===== config.mk =====
export PLATFORM = sky130hd
export DESIGN_NAME = fc_mac_arbiter
export DESIGN_NICKNAME = d
export VERILOG_FILES = /design/src/rtl/fc_mac_arbiter.sv
export SDC_FILE = /design/constraint.sdc
export NUM_CORES = 1
export LEC_CHECK = 0
export ABC_CLOCK_PERIOD_IN_PS = 4300
export CAP_MARGIN = 30
export CORE_ASPECT_RATIO = 1.1
export CORE_UTILIZATION = 37
export CTS_CLUSTER_SIZE = 8
export DETAILED_ROUTE_END_ITERATION = 8
export MAX_ROUTING_LAYER = met4
export PLACE_DENSITY = 0.88
export SYNTH_ARGS = -nofsm -noshare
export SYNTH_HDL_FRONTEND = slang
export SYNTH_SLANG_ARGS = --single-unit

===== constraint.sdc =====
create_clock -name clk -period 4.3 [get_ports clk]
set_input_delay 0.43 -clock clk [delete_from_list [all_inputs] [get_ports clk]]
set_output_delay 0.43 -clock clk [all_outputs]
set_load 0.01 [all_outputs]

===== src/rtl/fc_mac_arbiter.sv =====
// fc_mac_arbiter: job-level round-robin arbiter sharing one pipelined MAC
// among NREQ dot-product requesters.
// Ports:
//   clk, reset                  clock, synchronous active-high reset
//   req_valid/ready/last [NREQ] per-requester operand handshake and job end
//   req_a, req_b [NREQ*WIDTH]   packed operands, requester i at [i*WIDTH +: WIDTH]
//   mac_clear                   MAC accumulator/pipeline reset
//   mac_valid_in, mac_a, mac_b  operand strobe and operands to the MAC
//   mac_f                       MAC accumulator output
//   res_valid/res_ready         result handshake
//   res_data, res_id, res_ops   job result, owning requester, op count
module fc_mac_arbiter #(
   parameter int unsigned WIDTH   = 16,
   parameter int unsigned NREQ    = 2,
   parameter int unsigned MAC_LAT = 3,
   parameter int unsigned MAX_OPS = 64,
   parameter bit          RELU    = 1'b0,
   localparam int unsigned IDW    = (NREQ > 1) ? $clog2(NREQ) : 1,
   localparam int unsigned OPW    = $clog2(MAX_OPS + 1)
) (
   input  logic                    clk,
   input  logic                    reset,
   input  logic [NREQ-1:0]         req_valid,
   output logic [NREQ-1:0]         req_ready,
   input  logic [NREQ*WIDTH-1:0]   req_a,
   input  logic [NREQ*WIDTH-1:0]   req_b,
   input  logic [NREQ-1:0]         req_last,
   output logic                    mac_clear,
   output logic                    mac_valid_in,
   output logic [WIDTH-1:0]        mac_a,
   output logic [WIDTH-1:0]        mac_b,
   input  logic [WIDTH-1:0]        mac_f,
   output logic                    res_valid,
   input  logic                    res_ready,
   output logic [WIDTH-1:0]        res_data,
   output logic [IDW-1:0]          res_id,
   output logic [OPW-1:0]          res_ops
);

   localparam int unsigned DCW = $clog2(MAC_LAT + 1);

   typedef enum logic [2:0] {
      IDLE   = 3'd0,
      CLEAR  = 3'd1,
      STREAM = 3'd2,
      DRAIN  = 3'd3,
      RESULT = 3'd4
   } state_t;

   state_t           state_q, state_d;
   logic [IDW-1:0]   rr_q, rr_d;
   logic [IDW-1:0]   grant_q, grant_d;
   logic [OPW-1:0]   ops_q, ops_d;
   logic [DCW-1:0]   drain_q, drain_d;
   logic [WIDTH-1:0] res_data_q, res_data_d;
   logic [IDW-1:0]   res_id_q, res_id_d;
   logic [OPW-1:0]   res_ops_q, res_ops_d;

   logic             any_req;
   logic [IDW-1:0]   pick;
   logic [IDW-1:0]   cand;
   logic [OPW-1:0]   ops_inc;

   // Round-robin search: first valid requester at or above rr_q, with wrap.
   always_comb begin
      any_req = 1'b0;
      pick    = '0;
      cand    = '0;
      for (int unsigned k = 0; k < NREQ; k++) begin
         cand = IDW'((32'(rr_q) + k) % NREQ);
         if (!any_req && req_valid[cand]) begin
            any_req = 1'b1;
            pick    = cand;
         end
      end
   end

   assign ops_inc = ops_q + OPW'(1);

   // Next-state and combinational MAC-side outputs.
   always_comb begin
      state_d      = state_q;
      rr_d         = rr_q;
      grant_d      = grant_q;
      ops_d        = ops_q;
      drain_d      = drain_q;
      res_data_d   = res_data_q;
      res_id_d     = res_id_q;
      res_ops_d    = res_ops_q;
      req_ready    = '0;
      mac_clear    = reset;
      mac_valid_in = 1'b0;
      mac_a        = '0;
      mac_b        = '0;

      case (state_q)
         IDLE: begin
            if (any_req) begin
               grant_d = pick;
               state_d = CLEAR;
            end
         end
         CLEAR: begin
            mac_clear = 1'b1;
            ops_d     = '0;
            state_d   = STREAM;
         end
         STREAM: begin
            req_ready[grant_q] = 1'b1;
            mac_a              = req_a[32'(grant_q)*WIDTH +: WIDTH];
            mac_b              = req_b[32'(grant_q)*WIDTH +: WIDTH];
            mac_valid_in       = req_valid[grant_q];
            if (req_valid[grant_q]) begin
               ops_d = ops_inc;
               // Reaching MAX_OPS ends the job even without req_last.
               if (req_last[grant_q] || (ops_inc == OPW'(MAX_OPS))) begin
                  drain_d = DCW'(MAC_LAT);
                  state_d = DRAIN;
               end
            end
         end
         DRAIN: begin
            drain_d = drain_q - DCW'(1);
            // mac_f holds the final sum in the last drain cycle.
            if (drain_q == DCW'(1)) begin
               res_data_d = (RELU && mac_f[WIDTH-1]) ? '0 : mac_f;
               res_id_d   = grant_q;
               res_ops_d  = ops_q;
               state_d    = RESULT;
            end
         end
         RESULT: begin
            if (res_ready) begin
               rr_d    = (grant_q == IDW'(NREQ - 1)) ? '0 : grant_q + IDW'(1);
               state_d = IDLE;
            end
         end
         default: state_d = IDLE;
      endcase
   end

   // State and datapath registers.
   always_ff @(posedge clk) begin
      if (reset) begin
         state_q    <= IDLE;
         rr_q       <= '0;
         grant_q    <= '0;
         ops_q      <= '0;
         drain_q    <= '0;
         res_data_q <= '0;
         res_id_q   <= '0;
         res_ops_q  <= '0;
      end else begin
         state_q    <= state_d;
         rr_q       <= rr_d;
         grant_q    <= grant_d;
         ops_q      <= ops_d;
         drain_q    <= drain_d;
         res_data_q <= res_data_d;
         res_id_q   <= res_id_d;
         res_ops_q  <= res_ops_d;
      end
   end

   assign res_valid = (state_q == RESULT);
   assign res_data  = res_data_q;
   assign res_id    = res_id_q;
   assign res_ops   = res_ops_q;

endmodule


==> flow_metrics.tcl, run 1 <==
set metrics [dict create \
    clock_latency_ns 0.28 \
    grt_max_degree 40 \
    hp-start "res_ops[6]$_SDFFE_PP0P_" \
    cts_num_sinks 38 \
    die_w_um 75.35 \
    period_minus_slack_ns 2.669 \
    synth-seq-cells 38 \
    endpoint_kind "output pin" \
    clockRootBuffer "clkbuf_8" \
    p_leak_nw 1.307 \
    ant_nets 0 \
    max_stage_delay_ns 0.66 \
    core.rowCount 29 \
    routed-via-count 2443 \
    rrSetupSlack_ns 2.30 \
    synthesis.area_sq_mm 0.002190 \
    criticalPathCategory "reg -> out" \
    power_frac_seq_pct 32.8 \
    port-buffer-count 147 \
    ys_types 45 \
    tritoncts "built" \
    p_sw_share_pct 34.63 \
    grt_use_total_pct 21.66 \
    post_cts_buffers 0 \
    synth_edf_count 0 \
    outcome "completed" \
    cp.required_ns 3.87 \
    r2r-start "grant_q$_SDFFE_PP0P_" \
    syn_inst 285 \
    dp.cells 491 \
    clk_pin_slew_ns 0.08 \
    crit_chain "buf_16 > mux2_4 > nand2_2 > inv_2 > clkdlybuf4s50_1" \
    avgRoutedWirePerCell_um 13.33 \
    clk_path_buf_depth 2 \
    dieArea_sq_mm 0.006230 \
    max_cap_violations 0 \
    tns_ns 0 \
    whs_endpoint "res_ops[6]$_SDFFE_PP0P_" \
    yosysSeqAreaShare_pct 34.74 \
    clkPwrFrac_pct 19.6 \
    antenna_found_initial 0 \
    slew_viol_final 0 \
    nets 511 \
    p_per_area_mw_per_mm2 338.4 \
    final_common_cell "clkdlybuf4s50_1" \
    grt_first_pass_wirelength_um 10090 \
    final-instance-count-excl-fill 500 \
    final_util_pct 66.04 \
    peakVddDrop_mv 0.2170 \
    setup_viol 0 \
    intPower_uw 837.5 \
    critPathSlowestCell "dfxtp_2" \
    worstPathMaxFanout 21 \
    insertedDiodeCount 0 \
    hpwl_um 5255 \
    switching_power_uw 443.7 \
    worst_r2r_endpoint "ops_q[3]$_SDFFE_PP0P_" \
    yosysWarnings 0 \
    grt_pass1_vias 2357 \
    holdBufCountCts 0 \
    ff2ff_path_depth 5 \
    drive_above_1_share_pct 5.674 \
    rsz0062_at_grt "false" \
    hp-class "reg -> reg" \
    via_per_inst 4.886 \
    cts_resized 0 \
    period_share_pct 62.06 \
    firstDrtPassIters 5 \
    wirelength_um 6663 \
    core_area_sq_mm 0.005733 \
    ios 148 \
    cp.arrival_ns 2.24 \
    synthFlopType "dfxtp_1" \
    p_comb_share_pct 47.6 \
    start_kind "flop" \
    die_y_um 82.68 \
    drc 0 \
    worstMarginPinSlew_ns 0.9210 \
    skew_ns 0.004155 \
    total_power_mw 1.281 \
    layout_common_cells "147 x clkdlybuf4s50_1, 56 x nand2_1, 45 x nor2_1, 37 x dfxtp_1, 36 x a21oi_1" \
    fmax_ghz 0.3747 \
    initialDrtViolationCount 82 \
    whs_path_depth 2 \
    synthArstFlopShare_pct 0 \
    place_ws_ns 1.732 \
    area_growth_pct 72.91 \
    start_util_pct 38.19 \
    postSynthAreaPerCell_sq_um 7.683 \
    finalWorstSetupSlack_ns 1.631 \
    syn_nets 374 \
    slew_headroom_pct 38.43 \
    numCtsBuffers 5 \
    place.gp.congestion 0.8200 \
    overflow 0 \
    cts_max_level 2 \
    hold_viol 0 \
]
==> power groups by stage <==
stage	Clock, mW	Sequential (mW)	Combinational [mW]
floorplan	0	0.396	0.358
global placement	0	0.439	0.583
detailed placement	0	0.440	0.593
CTS	0.256	0.433	0.597
global route	0.270	0.428	0.665
finish	0.251	0.421	0.609
==> stage by stage <==
step           instance area [sq um]  hold WS, ns
6_report                        3786       0.4540
5_1_grt                         3786       0.4708
4_1_cts                         3759       0.4566
3_5_place_dp                    3664       0.4464
3_3_place_gp                    3664       0.4416
2_1_floorplan                   2190       0.4540
==> worst max-delay path, delay by kind of cell, from the launching register on <==
kind          cells  cell delay [ns]
buf+inv           3             0.81
flops             1             0.66
mux               1             0.34
simple gates      1             0.13
==> how the worst max path moves through the flow <==
stage          slack [ns]                    start                      end  cells past startpoint
2_1_floorplan        2.75    ops_q[0]$_SDFFE_PP0P_  drain_q[0]$_SDFFE_PP0P_                      6
3_3_place_gp         1.76     grant_q$_SDFFE_PP0P_             mac_valid_in                      4
3_5_place_dp         1.73     grant_q$_SDFFE_PP0P_             mac_valid_in                      4
4_1_cts              1.41     grant_q$_SDFFE_PP0P_             mac_valid_in                      4
5_1_grt              1.41  state_q[1]$_SDFFE_PP0P_                mac_b[13]                      4
6_report             1.63     grant_q$_SDFFE_PP0P_             mac_valid_in                      5
==> layer usage <==
metal	GRT usage, %	wire length, um
met1	22.77	2501
met2	40.27	3578
met3	5.461	479
met4	5.000	104
met5	-	0
==> cells by family after synthesis <==
kind of cell | Yosys count | share of synthesized area, %
and+or+nand+nor | 131 | 26.74
AOI/OAI and AO/OA | 54 | 15.20
DFF | 38 | 34.74
muxes | 35 | 16.23
buffers and inverters | 24 | 5.542
adders and majority gates | 2 | 1.143
xor gates and xnor gates | 1 | 0.4001
==> final cells by class <==
cell class / count / area [sq um]
timing repair buffer: 149 / 1506
multi-input combinational: 223 / 1308
fill: 489 / 1947
inverter: 5 / 18.77
clock inverter: 2 / 12.51
sequential: 38 / 762.0
tap: 77 / 96.34
clock buffer: 6 / 82.58
==> synthesized netlist by cell type, types with 2 or more instances <==
cell type / n / share of area [%]
buf_1: 3 / 0.51
nor2_1: 45 / 7.7
nand2_1: 56 / 9.6
mux2i_1: 34 / 16
nor3_1: 4 / 0.91
clkbuf_1: 4 / 0.69
ha_1: 2 / 1.1
a211oi_1: 2 / 0.69
nand2b_1: 2 / 0.57
buf_2: 7 / 1.6
buf_4: 4 / 1.4
o21ai_0: 4 / 0.91
a21oi_1: 36 / 8.2
nand3_1: 7 / 1.6
dfxtp_1: 38 / 35
and2_1: 2 / 0.57
inv_1: 4 / 0.69
nand2_2: 3 / 0.86
nand3b_1: 2 / 0.69
==> flip-flops by register name, indices dropped and copies added (netlist names) <==
signal    cells
drain_q       2
ops_q         7
res_ops       7
rr_q          1
state_q       3
res_id        1
grant_q       1
res_data     16
(Power assumes the default switching activity.)
==> run 2: changes to the inputs <==
==> config.mk (replaced) <==
export PLATFORM = sky130hd
export DESIGN_NAME = fc_mac_arbiter
export DESIGN_NICKNAME = d
export VERILOG_FILES = /design/src/rtl/fc_mac_arbiter.sv
export SDC_FILE = /design/constraint.sdc
export NUM_CORES = 1
export LEC_CHECK = 0
export ABC_CLOCK_PERIOD_IN_PS = 2600
export CAP_MARGIN = 30
export CORE_ASPECT_RATIO = 1.1
export CORE_UTILIZATION = 36
export CTS_CLUSTER_SIZE = 8
export DETAILED_ROUTE_END_ITERATION = 8
export MAX_ROUTING_LAYER = met4
export PLACE_DENSITY = 0.86
export SYNTH_ARGS = -nofsm -noshare
export SYNTH_HDL_FRONTEND = slang
export SYNTH_SLANG_ARGS = --single-unit
==> constraint.sdc (replaced) <==
create_clock -name clk -period 2.6 [get_ports clk]
set_input_delay 0.26 -clock clk [delete_from_list [all_inputs] [get_ports clk]]
set_output_delay 0.26 -clock clk [all_outputs]
set_load 0.01 [all_outputs]
==> run 2 against run 1 <==
Net effect:
- clock-buffer cell count unchanged
- global-route usage increased by 1.4 points
- power increased by 68%
- critical path type unchanged
- largest power group unchanged
==> flow_metrics.tcl, run 2 (synthesized netlist as in run 1, its figures left out) <==
set metrics [dict create \
    outcome "completed" \
    finalWorstSetupSlack_ns 0.2123 \
    clockRootBuffer "clkbuf_8" \
    period_share_pct 91.84 \
    peakVddDrop_mv 0.4403 \
    slew_viol_final 0 \
    core.rowCount 29 \
    insertedDiodeCount 0 \
    post_cts_buffers 0 \
    die_w_um 76.36 \
    rrSetupSlack_ns 0.81 \
    dp.cells 494 \
    slew_headroom_pct 70.11 \
    p_leak_nw 1.318 \
    holdBufCountCts 0 \
    grt_use_total_pct 23.09 \
    r2r-start "grant_q$_SDFFE_PP0P_" \
    start_kind "flop" \
    antenna_found_initial 0 \
    fmax_ghz 0.4188 \
    p_per_area_mw_per_mm2 566.5 \
    criticalPathCategory "reg -> out" \
    endpoint_kind "output pin" \
    core_area_sq_mm 0.005806 \
    nets 513 \
    firstDrtPassIters 4 \
    final_util_pct 65.43 \
    area_growth_pct 73.49 \
    hp-class "reg -> reg" \
    overflow 0 \
    max_cap_violations 0 \
    hold_viol 0 \
    hp-start "res_data[5]$_SDFFE_PP0P_" \
    whs_path_depth 2 \
    worstPathMaxFanout 12 \
    worstMarginPinSlew_ns 0.4484 \
    grt_first_pass_wirelength_um 11410 \
    cp.required_ns 2.34 \
    whs_endpoint "res_data[5]$_SDFFE_PP0P_" \
    place_ws_ns 0.4642 \
    tns_ns 0 \
    crit_chain "inv_1 > or3_1 > nand2_1 > clkdlybuf4s50_1" \
    cts_max_level 2 \
    tritoncts "built" \
    grt_pass1_vias 2484 \
    routed-via-count 2496 \
    via_per_inst 4.972 \
    ant_nets 0 \
    skew_ns 0.006930 \
    cts_resized 0 \
    numCtsBuffers 5 \
    cp.arrival_ns 2.13 \
    initialDrtViolationCount 128 \
    avgRoutedWirePerCell_um 13.99 \
    n_fill_cell 468 \
    largest_register_ffs 16 \
    setup_viol 0 \
    clk_pin_slew_ns 0.07 \
    place.gp.congestion 0.9224 \
    worst_r2r_endpoint "state_q[0]$_SDFFE_PP0P_" \
    ff2ff_path_depth 6 \
    die_y_um 83.80 \
    dieArea_sq_mm 0.006399 \
    max_stage_delay_ns 0.57 \
    ios 148 \
    hpwl_um 5399 \
    final_common_cell "clkdlybuf4s50_1" \
    rsz0062_at_grt "false" \
    startpoint "state_q[0]$_SDFFE_PP0P_" \
    clock_latency_ns 0.29 \
    critPathSlowestCell "dfxtp_1" \
    wirelength_um 7022 \
    port-buffer-count 147 \
    grt_max_degree 39 \
    cts_num_sinks 38 \
    clk_path_buf_depth 2 \
    multi_input_area_sq_mm 0.001313 \
    layout_common_cells "147 x clkdlybuf4s50_1, 56 x nand2_1, 45 x nor2_1, 37 x dfxtp_1, 36 x a21oi_1" \
    start_util_pct 37.72 \
    seqCellArea_sq_um 762.0 \
    final-instance-count-excl-fill 502 \
    drc 0 \
    period_minus_slack_ns 2.388 \
    drive_above_1_share_pct 6.118 \
]
-- run 2: how the worst max path moves through the flow --
stage                              end  slack (ns)  cells after the start
2_1_floorplan  drain_q[0]$_SDFFE_PP0P_        1.05                      6
3_3_place_gp                  mac_b[1]        0.51                      4
3_5_place_dp                 mac_a[14]        0.46                      4
4_1_cts                      mac_a[14]        0.13                      4
5_1_grt                      mac_clear        0.12                      4
6_report                     mac_clear        0.21                      4
-- run 2: per-stage QoR --
stage          instance area [sq um]  hold slack (ns)  power (mW)
2_1_floorplan                   2190           0.3960       1.247
3_3_place_gp                    3699           0.4417       1.706
3_5_place_dp                    3699           0.4459       1.729
4_1_cts                         3794           0.4556       2.159
5_1_grt                         3799           0.4752       2.287
6_report                        3799           0.4540       2.152
-- run 2: layer usage --
metal / vias to the layer above / GRT usage (%) / part of all wire (%) / wire (um)
met1: 1116 / 25.52 / 39 / 2724
met5: - / - / 0 / 0
li1: 1245 / - / - / -
met3: 10 / 5.902 / 8.8 / 615
met4: 0 / 7.517 / 1.7 / 118
met2: 125 / 40.29 / 51 / 3563
-- run 2: power breakdown --
| part | leakage, nW | total [mW] | internal (mW) | switching, mW |
|---|---|---|---|---|
| clock | 0.0472 | 0.420 | 0.213 | 0.207 |
| sequential | 0.307 | 0.682 | 0.617 | 0.0641 |
| combinational | 0.963 | 1.05 | 0.555 | 0.496 |
-- run 2: final cells by class --
| type | instances | share of cell area [%] |
|---|---|---|
| Timing Repair Buffer | 151 | 39.86 |
| Sequential cell | 38 | 20.06 |
| Inverter | 5 | 0.4941 |
| Clock buffer | 6 | 2.174 |
| Clock inverter | 2 | 0.3294 |
| Tap cell | 77 | 2.536 |
| Multi-Input combinational cell | 223 | 34.55 |
-- run 2: critical path, delay by kind of cell (launching register included) --
| kind | cells | cell delay [ns] |
|---|---|---|
| and+or+nand+nor | 2 | 0.55 |
| buffers and inverters | 2 | 0.72 |
| DFF | 1 | 0.57 |
==> run 3: changes to the inputs <==
--- a/config.mk
+++ b/config.mk
@@ -5,7 +5,6 @@
 export SDC_FILE = /design/constraint.sdc
 export NUM_CORES = 1
 export LEC_CHECK = 0
-export ABC_CLOCK_PERIOD_IN_PS = 2600
 export CAP_MARGIN = 30
 export CORE_ASPECT_RATIO = 1.1
 export CORE_UTILIZATION = 36
==> results of run 3 <==
Same layout as run 2: the final DEF is identical, and so are final timing and power.
==> RTL edit, RTL diff (flow settings as in run 2) <==
Change the parameter `MAX_OPS` from 64 to 256.
--- a/src/rtl/fc_mac_arbiter.sv
+++ b/src/rtl/fc_mac_arbiter.sv
@@ -13,7 +13,7 @@
    parameter int unsigned WIDTH   = 16,
    parameter int unsigned NREQ    = 2,
    parameter int unsigned MAC_LAT = 3,
-   parameter int unsigned MAX_OPS = 64,
+   parameter int unsigned MAX_OPS = 256,
    parameter bit          RELU    = 1'b0,
    localparam int unsigned IDW    = (NREQ > 1) ? $clog2(NREQ) : 1,
    localparam int unsigned OPW    = $clog2(MAX_OPS + 1)
Ports: changed (resized res_ops); port bits go from 148 to 150. The function was not compared with the original's and may differ.
==> RTL edit against run 2 <==
Synthesized area rose by 11%. Fmax down 1.7%. Via count increased by 7.4%. Final area rose by 6.6%. Worst setup slack got worse by 0.041 ns. Sequential cell count grew 4. Wire length rose by 6.1%.
Power is not compared: it rests on default switching activity, and its combinational part moved more than twofold at a synthesized area within 25%.
==> RTL edit: results (changes against run 2) <==
Vias per std cell = 4.993 (was 4.972)
Multi-input gates = 248 (was 223)
CP arrival = 2.17 ns (was 2.13 ns)
Largest net degree at the start of global routing = 45 (was 39)
GR Layer Usage met2 = 39.16% (was 40.29%)
Share of the synthesized area in compound gates (AO/OA/AOI/OAI) = 13.70% (was 15.20%)
Flops & latches, synth = 42 (was 38)
Buffers on Ports = 149 (was 147)
Fin nets = 546 (was 513)
Syn nets = 406 (was 374)
Most instantiated cells after synthesis = nand2_1, nor2_1, dfxtp_1 (unchanged)
N_taps = 80 (was 77)
Post-synth cell types = 47 (was 45)
Tot GR Track Use = 21.96% (was 23.09%)
DR WL/cell = 13.87 um (was 13.99 um)
Layout cell share with drive strength beyond 1 = 5.252% (was 6.118%)
M3 GR Usage = 5.313% (was 5.902%)
Number of global-route vias before repair = 2636 (was 2484)
Outcome = complete, no violations (unchanged)
Max-slew headroom = 59.93% (was 70.11%)
Placed wire-length estimate = 5673 um (was 5399 um)
Multi-input logic portion of the cell area = 35.43% (was 34.55%)
Slowest Stage Delay on Critical Path = 0.52 ns (was 0.57 ns)
Post-synthesis xor/xnor area fraction = 1.448% (was 0.4000%)
Seq area share = 20.79% (was 20.06%)
DP Area = 3941 um^2 (was 3699 um^2)
Placed cells = 529 (was 494)
Critical-path top delay cell = clkdlybuf4s50_1 (was dfxtp_1)
Max Fanout on Critical Path = 34 (was 12)
NonClk Buf Share = 38.25% (was 39.86%)
Adder-cell share of the synthesized area = 1.551% (was 1.143%)
Post-Place Setup Slack = 0.5314 ns (was 0.4642 ns)
DRT iter0 DRCs = 124 (was 128)
Register area share after synthesis = 34.75% (was 34.74%)
# fillers = 551 (was 468)
Non-CTS inverters = 4 (was 5)
Global-route wire length before repair = 11590 um (was 11410 um)
Multi-input logic area = 1435 um^2 (was 1313 um^2)
Final cell count without fillers = 537 (was 502)
Syn_area_per_cell = 7.658 um^2 (was 7.683 um^2)
RTL edit: worst paths after layout:
path	slack, ns	end	startpoint
worst min-delay path	0.45	res_ops[0]	res_ops[0]
worst max register to register	0.49	drain_q[0]	ops_q[0]
worst min register to register	0.45	res_ops[0]	res_ops[0]
worst max-delay path	0.17	mac_b[1]	state_q[2]
RTL edit: layer usage:
layer / vias up / wire length [um]
li1: 1353 / -
met1: 1189 / 3017
met2: 126 / 3776
met3: 13 / 502
met4: 0 / 152
met5: - / 0
RTL edit: report_power, final:
part | leakage [nW] | switching, mW | internal, mW
logic | 1.03 | 0.208 | 0.299
clock network | 0.0579 | 0.224 | 0.283
registers | 0.340 | 0.0262 | 0.657
total | 1.43 | 0.459 | 1.24
RTL edit: critical path, delay by kind of cell (launching register included):
kind                   cells  cell delay [ns]
DFF                        1             0.46
and+or+nand+nor            3             0.53
buffers and inverters      2             0.88
